File: src/rtl/rx_coef_loader_pkg.sv
// Shared definitions for the RX band-pass coefficient path: FSM encodings,
// default RAM geometry (also used by the band-pass filter and its RAM) and
// the checksum width.
package rx_coef_loader_pkg;

    localparam int NUM_COEF_DEF = 512;
    localparam int ADDR_W_DEF   = 9;
    localparam int TIMEOUT_DEF  = 4096;
    localparam int CSUM_W       = 16;

    typedef enum logic [1:0] {
        ST_IDLE  = 2'd0,
        ST_LOAD  = 2'd1,
        ST_CHECK = 2'd2,
        ST_FIN   = 2'd3
    } state_t;

endpackage

File: src/rtl/rx_idle_timer.sv
// Idle watchdog for RX loaders: a down-counter reloaded on every arm pulse.
// expired is asserted in the TIMEOUT-th consecutive running cycle without arm.
// Only instantiated when RX_COEF_TIMEOUT_EN is defined.
module rx_idle_timer #(
    parameter int TIMEOUT = 4096
) (
    input  logic clk,
    input  logic rrx_rst,
    input  logic arm,
    input  logic run,
    output logic expired
);

    localparam int CNT_W = $clog2(TIMEOUT + 1);
    localparam logic [CNT_W-1:0] RELOAD = CNT_W'(TIMEOUT - 1);

    logic [CNT_W-1:0] cnt_q;

    // Terminal count reached while running and not being re-armed.
    assign expired = run && !arm && (cnt_q == '0);

    // Reload on arm, count down while running, hold at zero.
    always_ff @(posedge clk) begin
        if (!rrx_rst) begin
            cnt_q <= '0;
        end else if (arm) begin
            cnt_q <= RELOAD;
        end else if (run && (cnt_q != '0)) begin
            cnt_q <= cnt_q - 1'b1;
        end
    end

endmodule

File: src/rtl/rx_coef_loader.sv
// Writer side of the RX band-pass coefficient RAM. Streams NUM_COEF words
// into RAM port A from address 0, then compares a trailing 16-bit checksum
// (sum of coefficients mod 2^16). Optional idle abort: RX_COEF_TIMEOUT_EN.
//
//   state    | meaning
//   ---------+-----------------------------------------------------------
//   ST_IDLE  | waiting for start, s_ready low
//   ST_LOAD  | accepting coefficients, one RAM write per handshake
//   ST_CHECK | accepting the checksum word, no RAM write
//   ST_FIN   | one-cycle done pulse, back to idle
module rx_coef_loader
    import rx_coef_loader_pkg::*;
#(
    parameter int NUM_COEF = NUM_COEF_DEF,
    parameter int ADDR_W   = ADDR_W_DEF,
    parameter int TIMEOUT  = TIMEOUT_DEF
) (
    input  logic              clk,
    input  logic              rrx_rst,
    input  logic              start,
    input  logic              s_valid,
    input  logic [15:0]       s_data,
    output logic              s_ready,
    output logic              ena,
    output logic              wea,
    output logic [ADDR_W-1:0] addra,
    output logic [15:0]       dia,
    output logic              busy,
    output logic              done,
    output logic              err,
    output logic [ADDR_W:0]   word_cnt
);

    localparam logic [ADDR_W:0] LAST_CNT = (ADDR_W + 1)'(NUM_COEF - 1);

    state_t              state_q, state_d;
    logic [CSUM_W-1:0]   acc_q;
    logic                hs;
    logic                tmo;
    logic                start_ok;
    logic                wr_d;
    logic                ready_d;
    logic                busy_d;
    logic                done_d;

    assign hs       = s_valid && s_ready;
    assign start_ok = (state_q == ST_IDLE) && start;

`ifdef RX_COEF_TIMEOUT_EN
    rx_idle_timer #(
        .TIMEOUT (TIMEOUT)
    ) u_idle_timer (
        .clk     (clk),
        .rrx_rst (rrx_rst),
        .arm     (start_ok || hs),
        .run     ((state_q == ST_LOAD) || (state_q == ST_CHECK)),
        .expired (tmo)
    );
`else
    assign tmo = 1'b0;
`endif

    // State register.
    always_ff @(posedge clk) begin
        if (!rrx_rst) begin
            state_q <= ST_IDLE;
        end else begin
            state_q <= state_d;
        end
    end

    // Next-state logic; a handshake always wins over a coincident timeout.
    always_comb begin
        state_d = state_q;
        case (state_q)
            ST_IDLE:  if (start) state_d = ST_LOAD;
            ST_LOAD: begin
                if (hs && (word_cnt == LAST_CNT)) state_d = ST_CHECK;
                else if (tmo)                     state_d = ST_FIN;
            end
            ST_CHECK: if (hs || tmo) state_d = ST_FIN;
            ST_FIN:   state_d = ST_IDLE;
            default:  state_d = ST_IDLE;
        endcase
    end

    // Output decode, taken from the next state so the flops below line up with it.
    always_comb begin
        ready_d = 1'b0;
        busy_d  = 1'b0;
        done_d  = 1'b0;
        wr_d    = (state_q == ST_LOAD) && hs;
        case (state_d)
            ST_LOAD, ST_CHECK: begin
                ready_d = 1'b1;
                busy_d  = 1'b1;
            end
            ST_FIN:  done_d = 1'b1;
            default: ;
        endcase
    end

    // Registered outputs, RAM write port, counters and checksum accumulator.
    always_ff @(posedge clk) begin
        if (!rrx_rst) begin
            s_ready  <= 1'b0;
            busy     <= 1'b0;
            done     <= 1'b0;
            ena      <= 1'b0;
            wea      <= 1'b0;
            addra    <= '0;
            dia      <= '0;
            err      <= 1'b0;
            word_cnt <= '0;
            acc_q    <= '0;
        end else begin
            s_ready <= ready_d;
            busy    <= busy_d;
            done    <= done_d;
            ena     <= wr_d;
            wea     <= wr_d;
            if (start_ok) begin
                word_cnt <= '0;
                acc_q    <= '0;
                err      <= 1'b0;
            end
            if (wr_d) begin
                addra    <= word_cnt[ADDR_W-1:0];
                dia      <= s_data;
                word_cnt <= word_cnt + 1'b1;
                acc_q    <= acc_q + s_data;
            end
            if ((state_q == ST_CHECK) && hs) begin
                err <= (s_data != acc_q);
            end else if (tmo) begin
                err <= 1'b1;
            end
        end
    end

endmodule

File: config.mk
export PLATFORM = sky130hd
export DESIGN_NAME = rx_coef_loader
export DESIGN_NICKNAME = d
export VERILOG_FILES = /design/src/rtl/rx_coef_loader_pkg.sv /design/src/rtl/rx_idle_timer.sv /design/src/rtl/rx_coef_loader.sv
export SDC_FILE = /design/constraint.sdc
export NUM_CORES = 1
export LEC_CHECK = 0
export ABC_AREA = 1
export CAP_MARGIN = 0
export CORE_MARGIN = 4
export CORE_UTILIZATION = 52
export DETAILED_ROUTE_END_ITERATION = 16
export MAX_ROUTING_LAYER = met4
export PLACE_DENSITY = 0.8
export SLEW_MARGIN = 10
export SYNTH_ARGS = -nofsm -noshare
export SYNTH_HDL_FRONTEND = slang
export SYNTH_SLANG_ARGS = --single-unit
File: constraint.sdc
create_clock -name clk -period 2.1 [get_ports clk]
set_clock_uncertainty 0.05 [all_clocks]
set_input_delay 0.525 -clock clk [delete_from_list [all_inputs] [get_ports clk]]
set_output_delay 0.525 -clock clk [all_outputs]
set_load 0.01 [all_outputs]
==> flow_summary.ini <==
[drt]
drt-pass1-iter-count = 4
wl_per_cell_um = 13.5
drc = 0
postRouteAntennaNets = 0
num_vias = 3278
vias_per_cell = 5.24
first_iter_violations = 184
drt_wl_total_mm = 8.44

[global_route]
grt_pass1_wl_mm = 14.2
grt_usage_pct = 24.7
antenna_found_initial = 0
overflow = 0
grt_pass1_vias = 3171
grt_max_degree = 19

[critical_path]
required_ps = 2270
path_class = in2reg
cp_top_family = buffers and inverters
cpMaxStageDelayCell = clkdlybuf4s50_1
max_stage_delay_ps = 490
cp-end-kind = register
crit_fanout = 4
crit_chain = clkdlybuf4s50_1 > inv_2 > fa_1 > inv_2 > nand3_1 > nand3_2 > a21oi_1 > or2_1 > nand3_1 > a21oi_1
critical_path_buf_inv_count = 3
start_kind = input pin
critPathArrivalTime_ps = 2200

[clocking]
cts_buffers = 9
clkTransAtPathRegs_ps = 70
clockRootBuffer = clkbuf_8
tritoncts = built
holdBufCountCts = 0
cts.path.max_buffers = 2
htreeDepth = 3
insertion_delay_ps = 330
cts_sinks = 57

[timing]
layout_setup_ws_ps = 71.1
setup_viol = 0
hold_viol = 0
max_freq_mhz = 493
period_share_pct = 96.6
tightest_slew_ps = 275
final-max-slew-violation-count = 0
timing.slew.headroom_pct = 81.5
fin_crit_ps = 2030

[pwr]
seqPwrFrac_pct = 45.2
clkPwrFrac_pct = 41.2
power_density_nw_per_um2 = 587
ir_drop_mv = 0.400
power.leakage_nw = 1.89
p_sw_share_pct = 25.6
p_int_mw = 1.84
combPwrFrac_pct = 13.6
p_sw_mw = 0.632

[synth]
async_flop_share_pct = 0
yosysUniqueCellTypes = 34
synth-edff-count = 0
ys_warn_count = 0
synth_top_flop_cell = dfxtp_1
seq_area_frac_synth_pct = 36.4
synth_cells = 456
netlist_area_sq_um = 3130
syn_nets = 494
synth_area_per_cell_sq_um = 6.87
ys_ff_latch = 57

[final_layout]
drive_above_1_share_pct = 14.7
final_cell_mix = nand2_1 (114), clkdlybuf4s50_1 (59), dfxtp_1 (57)
nFillCells = 471
stdcell_count = 625
final_area_sq_um = 4210
area_growth_pct = 34.3
nets = 583
diodes = 0
final_util_pct = 71.4
mostFrequentLayoutCell = nand2_1

[placed_design]
place_ws_ps = -460
dpl_cell_area_sq_um = 3960
gp_congestion = 0.920
dp_cells = 607
portBuffers = 60
dpl.hpwl_mm = 6.21

[floorplan]
dieArea_sq_um = 7330
dieHeight_um = 85.6
row_count = 28
design.core.area_sq_um = 5890
ios = 61
start_util_pct = 53.2
die_w_um = 85.6

[outcome]
status = completed

[min_path]
hold_class = reg2reg

[run]
maxCapViolations = 0
## stage by stage
stage          TNS, ps  power, mW  hold slack [ps]
3_5_place_dp     -3270       1.46              408
5_1_grt          -3.02       2.58              440
3_3_place_gp     -2470       1.46              402
2_1_floorplan        0       1.31              397
4_1_cts              0       2.48              419
6_report             0       2.47              420
## Yosys cell counts, types with 4 or more instances
library cell	n	area, sq um
buf_4	6	45.0
nand3_2	4	40.0
dfxtp_1	57	1140
nor2_1	52	195
clkbuf_1	5	18.8
ha_1	17	213
inv_1	56	210
o21ai_0	30	150
o21ai_1	4	20.0
nand2_1	115	432
a21oi_1	42	210
nor3_2	4	40.0
nand3_1	23	115
## per-layer routing
layer	GRT usage, %	part of all wire, %
met1	29.6	44
met2	40.3	48
met3	5.48	5.5
met4	10.2	2.0
met5	-	0
## layout make-up
type,instances,area (sq um),area share [%]
multi-input cells,323,1700,40.4
flip-flops and latches,57,1140,27.1
repair buffers,95,862,20.5
inverters,59,221,5.27
clock buffers,13,149,3.54
well taps,75,93.8,2.23
clock inverters,3,40.0,0.952
## final timing paths
path	start	endpoint	slack (ps)	cells after the start
min	addra[6]	addra[6]	420	2
max reg2reg	word_cnt[0]	busy	270	11
min reg2reg	addra[6]	addra[6]	420	2
max	s_data[1]	acc_q[8]	70	10
## what timing repair did
| action | in CTS | in global routing |
|---|---|---|
| pin swaps | 1 | 0 |
| setup buffers | 2 | 0 |
| endpoints found under the hold margin | 0 | 0 |
| gates resized for setup | 4 | 10 |
| setup endpoints to repair | 2 | 5 |
## registers in the layout, indices dropped and copies added (netlist names)
register / cells
acc_q: 16
dia: 16
word_cnt: 10
addra: 9
state_q: 2
busy: 1
done: 1
err: 1
wea: 1
## worst register-to-register path, delay by kind of cell (launching register included)
family	cells	cell delay (ps)
DFF	1	340
buffers and inverters	1	30
and+or+nand+nor	8	840
adders and majority gates	2	470
## power by group through the flow
| stage | logic (mW) | clock network [mW] | registers [mW] |
|---|---|---|---|
| after CTS | 0.327 | 1.03 | 1.12 |
| after floorplan | 0.161 | 0 | 1.15 |
| final | 0.335 | 1.02 | 1.12 |
| after global placement | 0.316 | 0 | 1.14 |
| after detailed placement | 0.323 | 0 | 1.14 |
| after global routing | 0.366 | 1.09 | 1.12 |
## cells by family (layout without fill, tap and decap cells)
| logic type | after synthesis | after routing | share of synthesized area, % |
|---|---|---|---|
| buffers and inverters | 76 | 170 | 10.7 |
| adders and majority gates | 18 | 18 | 7.43 |
| and+or+nand+nor | 219 | 219 | 30.6 |
| xor gates and xnor gates | 1 | 1 | 0.280 |
| AOI/OAI and AO/OA | 85 | 85 | 14.6 |
| DFF | 57 | 57 | 36.4 |
Power figures use the tool's default switching activity.
